<file path="config.mk">
export PLATFORM = sky130hd
export DESIGN_NAME = pipe_exe_md
export DESIGN_NICKNAME = d
export VERILOG_FILES = /design/src/rtl/pipe_exe_md.sv
export SDC_FILE = /design/constraint.sdc
export NUM_CORES = 2
export LEC_CHECK = 0
export CORE_UTILIZATION = 30
export CTS_BUF_LIST = sky130_fd_sc_hd__clkbuf_4 sky130_fd_sc_hd__clkbuf_8 sky130_fd_sc_hd__clkbuf_16
export CTS_CLUSTER_SIZE = 28
export DETAILED_ROUTE_END_ITERATION = 8
export SYNTH_ARGS = -nofsm -noshare
export SYNTH_HDL_FRONTEND = slang
export SYNTH_SLANG_ARGS = --single-unit
</file>
<file path="constraint.sdc">
create_clock -name clock -period 20.3 [get_ports clock]
set_input_delay 6.09 -clock clock [delete_from_list [all_inputs] [get_ports clock]]
set_output_delay 6.09 -clock clock [all_outputs]
set_load 0.005 [all_outputs]
</file>
<file path="src/rtl/pipe_exe_md.sv">
// pipe_exe_md: EX-stage datapath with an iterative multiply/divide unit.
// Computes the ALU result, the final destination register and the jal link
// value, and owns the HI/LO registers. MULT/MULTU/DIV/DIVU run for 32
// iterations, one bit per cycle, while md_stall holds the upstream stages.
// Optional build macro: MD_EARLY_EXIT_EN lets a multiply leave RUN as soon
// as the remaining multiplier bits are all zero; divides are unaffected.
module pipe_exe_md #(
  parameter logic [31:0] DIV0_LO = 32'hFFFFFFFF
) (
  input  logic        clock,
  input  logic        resetn,
  input  logic        ebubble,
  input  logic [3:0]  ealuc,
  input  logic        ealuimm,
  input  logic        eshift,
  input  logic        ejal,
  input  logic [3:0]  emd,
  input  logic [31:0] ea,
  input  logic [31:0] eb,
  input  logic [31:0] eimm,
  input  logic [31:0] esa,
  input  logic [31:0] epc4,
  input  logic [4:0]  ern0,
  output logic [31:0] ealu,
  output logic [4:0]  ern,
  output logic        md_stall
);

  localparam logic [1:0] ST_IDLE = 2'd0;
  localparam logic [1:0] ST_RUN  = 2'd1;
  localparam logic [1:0] ST_DONE = 2'd2;

  localparam logic [3:0] MD_MULT  = 4'd1;
  localparam logic [3:0] MD_MULTU = 4'd2;
  localparam logic [3:0] MD_DIV   = 4'd3;
  localparam logic [3:0] MD_DIVU  = 4'd4;
  localparam logic [3:0] MD_MFHI  = 4'd5;
  localparam logic [3:0] MD_MFLO  = 4'd6;
  localparam logic [3:0] MD_MTHI  = 4'd7;
  localparam logic [3:0] MD_MTLO  = 4'd8;

  logic [1:0]  state_q, state_d;
  logic [4:0]  count_q, count_d;
  logic [31:0] hi_q, lo_q;
  logic [31:0] opA_q, opA_d;
  logic [31:0] opB_q, opB_d;
  logic [63:0] mcand_q, mcand_d;
  logic [63:0] prod_q, prod_d;
  logic [31:0] rem_q, rem_d;
  logic        isMul_q, isMul_d;
  logic        negRes_q, negRes_d;
  logic        negA_q, negA_d;

  logic [31:0] aluA, aluB, aluRes;
  logic        mdStart, startSigned, aNeg, bNeg;
  logic [63:0] prodStep, prodFinal;
  logic [32:0] remShift, remDiff;
  logic        qBit;
  logic [31:0] remStep, quoStep, remFinal, quoFinal;
  logic        divZero, earlyDone, lastIter;

  assign aluA = eshift  ? esa  : ea;
  assign aluB = ealuimm ? eimm : eb;

  // ALU: low three opcode bits select the function, bit 3 splits SRL/SRA
  always_comb begin
    aluRes = 32'd0;
    case (ealuc[2:0])
      3'b000: aluRes = aluA + aluB;
      3'b100: aluRes = aluA - aluB;
      3'b001: aluRes = aluA & aluB;
      3'b101: aluRes = aluA | aluB;
      3'b010: aluRes = aluA ^ aluB;
      3'b110: aluRes = {aluB[15:0], 16'd0};
      3'b011: aluRes = aluB << aluA[4:0];
      3'b111: aluRes = ealuc[3] ? 32'($signed(aluB) >>> aluA[4:0])
                                : (aluB >> aluA[4:0]);
      default: aluRes = 32'd0;
    endcase
  end

  // Result mux: jal link wins, then HI/LO moves, then the ALU
  always_comb begin
    ealu = aluRes;
    ern  = ern0;
    if (ejal) begin
      ealu = epc4 + 32'd4;
      ern  = 5'd31;
    end else if (emd == MD_MFHI) begin
      ealu = hi_q;
    end else if (emd == MD_MFLO) begin
      ealu = lo_q;
    end
  end

  assign mdStart = (state_q == ST_IDLE) && !ebubble &&
                   (emd == MD_MULT || emd == MD_MULTU ||
                    emd == MD_DIV  || emd == MD_DIVU);
  assign md_stall = resetn && (mdStart || state_q == ST_RUN);

  assign startSigned = (emd == MD_MULT) || (emd == MD_DIV);
  assign aNeg = startSigned && ea[31];
  assign bNeg = startSigned && eb[31];

  // One shift-add multiply step: add the shifted multiplicand when the
  // current multiplier bit is set
  assign prodStep = prod_q + (opB_q[0] ? mcand_q : 64'd0);

  // One restoring divide step: opA_q shifts the dividend out of its top and
  // collects quotient bits at its bottom
  assign remShift = {rem_q, opA_q[31]};
  assign remDiff  = remShift - {1'b0, opB_q};
  assign qBit     = ~remDiff[32];
  assign remStep  = qBit ? remDiff[31:0] : remShift[31:0];
  assign quoStep  = {opA_q[30:0], qBit};

  // A zero divisor makes every step subtract nothing, so the remainder
  // ends up as |dividend| and the sign fix-up restores the original ea
  assign divZero   = (opB_q == 32'd0);
  assign prodFinal = negRes_q ? (64'd0 - prodStep) : prodStep;
  assign quoFinal  = negRes_q ? (32'd0 - quoStep) : quoStep;
  assign remFinal  = negA_q ? (32'd0 - remStep) : remStep;

`ifdef MD_EARLY_EXIT_EN
  assign earlyDone = isMul_q && (opB_q[31:1] == 31'd0);
`else
  assign earlyDone = 1'b0;
`endif

  assign lastIter = (count_q == 5'd31) || earlyDone;

  // Next-state logic for the md sequencer and its working registers
  always_comb begin
    state_d  = state_q;
    count_d  = count_q;
    opA_d    = opA_q;
    opB_d    = opB_q;
    mcand_d  = mcand_q;
    prod_d   = prod_q;
    rem_d    = rem_q;
    isMul_d  = isMul_q;
    negRes_d = negRes_q;
    negA_d   = negA_q;
    case (state_q)
      ST_IDLE: begin
        if (mdStart) begin
          opA_d    = aNeg ? (32'd0 - ea) : ea;
          opB_d    = bNeg ? (32'd0 - eb) : eb;
          mcand_d  = {32'd0, opA_d};
          prod_d   = 64'd0;
          rem_d    = 32'd0;
          count_d  = 5'd0;
          isMul_d  = (emd == MD_MULT) || (emd == MD_MULTU);
          negRes_d = aNeg ^ bNeg;
          negA_d   = aNeg;
          state_d  = ST_RUN;
        end
      end
      ST_RUN: begin
        if (isMul_q) begin
          prod_d  = prodStep;
          mcand_d = {mcand_q[62:0], 1'b0};
          opB_d   = {1'b0, opB_q[31:1]};
        end else begin
          rem_d = remStep;
          opA_d = quoStep;
        end
        count_d = count_q + 5'd1;
        if (lastIter) begin
          state_d = ST_DONE;
        end
      end
      ST_DONE: state_d = ST_IDLE;
      default: state_d = ST_IDLE;
    endcase
  end

  // Sequencer and working-register state; reset aborts any running op
  always_ff @(posedge clock or negedge resetn) begin
    if (!resetn) begin
      state_q  <= ST_IDLE;
      count_q  <= 5'd0;
      opA_q    <= 32'd0;
      opB_q    <= 32'd0;
      mcand_q  <= 64'd0;
      prod_q   <= 64'd0;
      rem_q    <= 32'd0;
      isMul_q  <= 1'b0;
      negRes_q <= 1'b0;
      negA_q   <= 1'b0;
    end else begin
      state_q  <= state_d;
      count_q  <= count_d;
      opA_q    <= opA_d;
      opB_q    <= opB_d;
      mcand_q  <= mcand_d;
      prod_q   <= prod_d;
      rem_q    <= rem_d;
      isMul_q  <= isMul_d;
      negRes_q <= negRes_d;
      negA_q   <= negA_d;
    end
  end

  // HI/LO: written by the final md iteration or by MTHI/MTLO from IDLE
  always_ff @(posedge clock or negedge resetn) begin
    if (!resetn) begin
      hi_q <= 32'd0;
      lo_q <= 32'd0;
    end else if (state_q == ST_RUN && lastIter) begin
      if (isMul_q) begin
        {hi_q, lo_q} <= prodFinal;
      end else begin
        hi_q <= remFinal;
        lo_q <= divZero ? DIV0_LO : quoFinal;
      end
    end else if (state_q == ST_IDLE && !ebubble) begin
      if (emd == MD_MTHI) hi_q <= ea;
      if (emd == MD_MTLO) lo_q <= ea;
    end
  end

endmodule

</file>
After elaboration in Yosys (flattened, before gate mapping)
Index checks and enable logic that the tools add are counted.
- output and inout port bits: 38
- flip-flop bits (word level): 298
- logic and storage cells: 122
- input port bits: 179
- shifts and indexed selects: 3
- bitwise logic cells: 5
- reduce and logical (&&, ||, !) cells: 26
- add/sub/neg operators: 11
- equal/unequal tests: 21
- multiplexer cells: 44
- operator list (kind ; number):
    32-bit 2-to-1 mux ; 26
    64-bit 2-to-1 mux ; 6
    32-bit one-hot mux with 8 select lines ; 1
    64-bit one-hot mux with 2 select lines ; 2
    32-bit one-hot mux with 2 select lines ; 3
    1-bit by 32-bit subtractor with 32-bit output (first input constant) ; 4
    64-bit adder ; 1
    1-bit by 64-bit subtractor with 64-bit output (first input constant) ; 1
    33-bit by 32-bit subtractor with 33-bit output ; 1
    32-bit by 3-bit adder with 32-bit output (second input constant) ; 1
    32-bit adder ; 1
    32-bit bitwise AND ; 1
    32-bit logical NOT ; 1
    32-bit bitwise OR ; 1
    32-bit by 5-bit << shifter with 32-bit output ; 1
    32-bit by 5-bit right shift with 32-bit output ; 1
    32-bit by 5-bit >>> shifter with 32-bit output ; 1
    32-bit subtractor ; 1
    32-bit XOR ; 1
    4-bit by 3-bit == test with 1-bit output (second input constant) ; 4
    3-bit == test (second input constant) ; 4
    5-bit 2-to-1 mux ; 2
    5-bit one-hot mux with 2 select lines ; 1
    2-bit AND reduction ; 5
    other kinds (20) ; 39

Longest topological paths before layout
- depth after elaboration: 7
- gate-level depth with buffers: 27
- depth with buffers taken out: 24

Worst setup path before layout
OpenSTA, ideal clock, no wires.
- path type: input to output
- start point: input ealuimm
- end point: output ealu[30]
- data required time: 14210 ps
- arrival time: 11096 ps
- path slack: 3114 ps
- stages: 23
- buffers on the path: 3
- path through: clkbuf_1 -> clkbuf_1 -> buf_1 -> nor3b_1 -> o21ai_0 -> or2_2 -> nor2_1 -> nand3_1 -> or2_2 -> nor2_1 -> nand2_1 -> o21ai_0 -> xnor2_1 -> ha_1 -> a21o_1 -> a21o_1 -> a21oi_1 -> o21ai_0 -> and2_1 -> a41o_1 -> o41ai_1 -> o21bai_1 -> a221o_1
- longest elaborated chain between the ends: 7
- elaborated cells between the ends (all ways): 14
- those cells by class: 2 x add/sub; 3 x shift; 6 x mux; 3 x bitwise
- ends and longest elaborated chain (item ; RTL line ; RTL):
    start, declared ; 14 ; input logic ealuimm,
    32-bit 2-to-1 mux * ; 63 ; assign aluB = ealuimm ? eimm : eb;
    branches (longest 2 deep; another with 32-bit subtractor) ; - ;
    32-bit one-hot mux with 8 select lines * ; 68 ; case (ealuc[2:0])
    32-bit 2-to-1 mux * ; 91 ; end else if (emd == MD_MFLO) begin
    32-bit 2-to-1 mux * ; 89 ; end else if (emd == MD_MFHI) begin
    32-bit 2-to-1 mux * ; 86 ; if (ejal) begin
    end, declared ; 24 ; output logic [31:0] ealu,
Mark *: on every way between the ends.

Worst setup path in the final report
- start point: input ealuimm
- end point: output ealu[28]
Same word-level chain as after synthesis.

==> flow_metrics.tcl <==
set metrics [dict create \
    pwr-share-seq_pct 20.5 \
    syn2layout_area_growth_pct 14.5 \
    nets 5157 \
    swShare_pct 53.5 \
    p_sw_mw 2.93 \
    ctsLongestPathBuffers 3 \
    initial_utilization_pct 30.4 \
    root_buffer "clkbuf_16" \
    path_clk_slew_ns 0.05 \
    violations "design-rule violations" \
    hold_viol 0 \
    drt_iter0_drc 4604 \
    peakVddDrop_uv 182 \
    fin_crit_ns 19.00 \
    rows 124 \
    setup_violations 0 \
    clock.fmax_mhz 52.6 \
    drive_gt1_share_pct 5.99 \
    min_to "prod_q[43]$_DFFE_PN0P_" \
    syn_area_mm2 0.0348 \
    leakagePower_nw 16.3 \
    yosysMostFrequentCell "nand2_1" \
    coreArea_mm2 0.115 \
    synth_nets 5126 \
    syn_avg_cell_area_um2 7.34 \
    cts_tree "built" \
    synth-edff-count 0 \
    status "finished, violations left" \
    p_total_mw 5.47 \
    grt_pass1_wl_um 244000 \
    dieArea_mm2 0.117 \
    ys_seq_area_share_pct 21.4 \
    comb_power_share_pct 65.4 \
    hold_start "prod_q[43]$_DFFE_PN0P_" \
    grt_max_degree 158 \
    yosysTopAreaCell "dfrtp_1" \
    hold_class "flop to flop" \
    drcViolationCount 52 \
    crit_required_ns 14.21 \
    crit_path_max_fanout 36 \
    ctsResizeCount 0 \
    r2r_setup_slack_ns 13.39 \
    ys_seq_elements 298 \
    post-route-util_pct 34.8 \
    cp.arrival_ns 12.91 \
    drv_cap 0 \
    reg2regPathDepth 23 \
    die_width_um 343 \
    whs_path_depth 2 \
    tightestPinTransition_ns 1.24 \
    path_class "input pin to output pin" \
    cts_buffers 39 \
    skew_ns 0.0652 \
    gp_congestion 1.03 \
    ys.flop_type "dfrtp_1" \
    io_buffers 216 \
    grt_pass1_vias 36000 \
    p_int_mw 2.54 \
    synth_common_cells "nand2_1, o21ai_0, a21oi_1, nor2_1, dfrtp_1" \
    drt-total-wl_um 168000 \
    synth_cells 4745 \
    grt_overflow_total 0 \
    critPathLaunchType "input pin" \
    slew_viol_final 0 \
    cts.sinks 298 \
    dr.pass1.iters 8 \
    period_share_pct 93.6 \
    slew_headroom_pct 15.2 \
    synth_cell_types 104 \
    reg2reg_from "opB_q[3]$_DFFE_PN0P_" \
    endpoint_kind "output pin" \
    vias_per_cell 6.09 \
    hpwl_um 130000 \
    synthArstFlopShare_pct 100 \
    hold_buffers 0 \
    grt.total_usage_pct 27.5 \
    finalSetupTns_ns 0 \
    vias 38500 \
    r2r_end "hi_q[24]$_DFFE_PN0P_" \
    postCtsSetupBuffers 0 \
    wire_per_inst_um 26.5 \
    ant_nets 0 \
    synth_warnings 0 \
    htree_levels 2 \
    antenna_found_initial 12 \
    p_per_area_mw_per_mm2 137 \
    synthTopCellsByArea "dfrtp_1, o21ai_0, ha_1" \
    ios 217 \
    clock_latency_ns 0.63 \
    power_frac_clock_pct 14.1 \
    synth_top_cell_area_share_pct 21.4 \
    startpoint "ealuimm" \
    die_h_um 343 \
    grt_setup_unrepaired "false" \
]
[cell families after synthesis]
group,after synthesis,synth area share (%)
buf+inv,478,5.23
simple gates,1611,22.0
fa+ha+maj,202,7.32
flops,298,21.4
compound gates,1613,29.3
mux,245,7.17
xor+xnor,298,7.55
[worst max path at each step]
stage                    end  slack (ns)  cells past startpoint
finish              ealu[28]        1.30                     23
global route        ealu[31]        0.92                     24
CTS                 ealu[28]        1.51                     23
detailed placement  ealu[28]        1.54                     23
global placement    ealu[28]        1.50                     23
floorplan           ealu[30]        3.11                     23
[metal layers]
layer,GRT usage [%],share of wire [%]
met3,5.92,9.4
met5,0,0.057
met4,14.9,5.9
met2,42.1,43
met1,36.0,41
[flip-flops by register name, indices dropped and copies added (netlist names)]
signal / flops
state_q: 2
mcand_q: 64
opA_q: 32
negA_q: 1
opB_q: 32
negRes_q: 1
isMul_q: 1
lo_q: 32
prod_q: 64
hi_q: 32
count_q: 5
rem_q: 32
[power by group through the flow]
stage          combinational, mW  clock, mW  sequential, mW
2_1_floorplan               2.39          0           0.997
3_3_place_gp                3.45          0            1.11
3_5_place_dp                3.48          0            1.12
4_1_cts                     3.50      0.783            1.11
5_1_grt                     3.85      0.800            1.15
6_report                    3.58      0.771            1.12
[per-stage QoR]
step	instances	hold WS [ns]	cell area, um^2	setup slack [ns]
final	6325	0.494	39900	1.30
after global routing	6322	0.516	39900	0.916
after CTS	6319	0.498	39900	1.51
after detailed placement	6247	0.477	38500	1.54
after global placement	6247	0.472	38500	1.50
after floorplan	4745	0.453	34800	3.11
[cells in the final DEF (no fill, tap or decap), types with 41 or more instances in the layout]
cell type | synthesis | final
o31ai_1 | 56 | 56
xor2_1 | 132 | 132
clkdlybuf4s50_1 | 0 | 211
a21oi_1 | 384 | 384
xnor2_1 | 165 | 165
mux2i_1 | 219 | 215
inv_1 | 148 | 146
and2_1 | 94 | 94
a22oi_1 | 47 | 47
nand2_1 | 570 | 567
dfrtp_1 | 298 | 295
a211oi_1 | 87 | 87
a21o_1 | 57 | 57
nand4_1 | 49 | 49
ha_1 | 199 | 199
o211ai_1 | 57 | 57
nor4_1 | 41 | 41
nor3_1 | 89 | 88
buf_4 | 2 | 98
nand3_1 | 138 | 138
a31oi_1 | 53 | 53
nor2_1 | 376 | 373
o21ai_0 | 509 | 509
[cell type report]
cell class / instances / area (um^2)
repair buffers: 315 / 2900
diodes: 6 / 15.0
inverters: 153 / 574
clock inverters: 11 / 203
well taps: 1512 / 1890
flip-flops and latches: 298 / 7460
clock buffers: 61 / 1180
fillers: 12100 / 74800
multi-input cells: 3969 / 25700
[worst max-delay path, cell delays in order]
cell             delay, ns
buf_2                 0.72
mux2i_1               0.80
ha_1                  0.28
o21ai_0               0.14
or2_2                 0.34
nor2_1                0.14
nand3_1               0.21
or2_2                 0.36
nor2_1                0.21
nand2_1               0.12
o21ai_0               0.20
xnor2_1               0.16
ha_1                  0.31
a21o_1                0.22
a21o_1                0.18
a21oi_1               0.23
o21ai_0               0.11
and2_1                0.19
a41o_1                0.26
o41ai_1               0.63
a311oi_1              0.19
o21ai_0               0.25
clkdlybuf4s50_1       0.55
No activity file was read; power rests on OpenSTA's default activity.
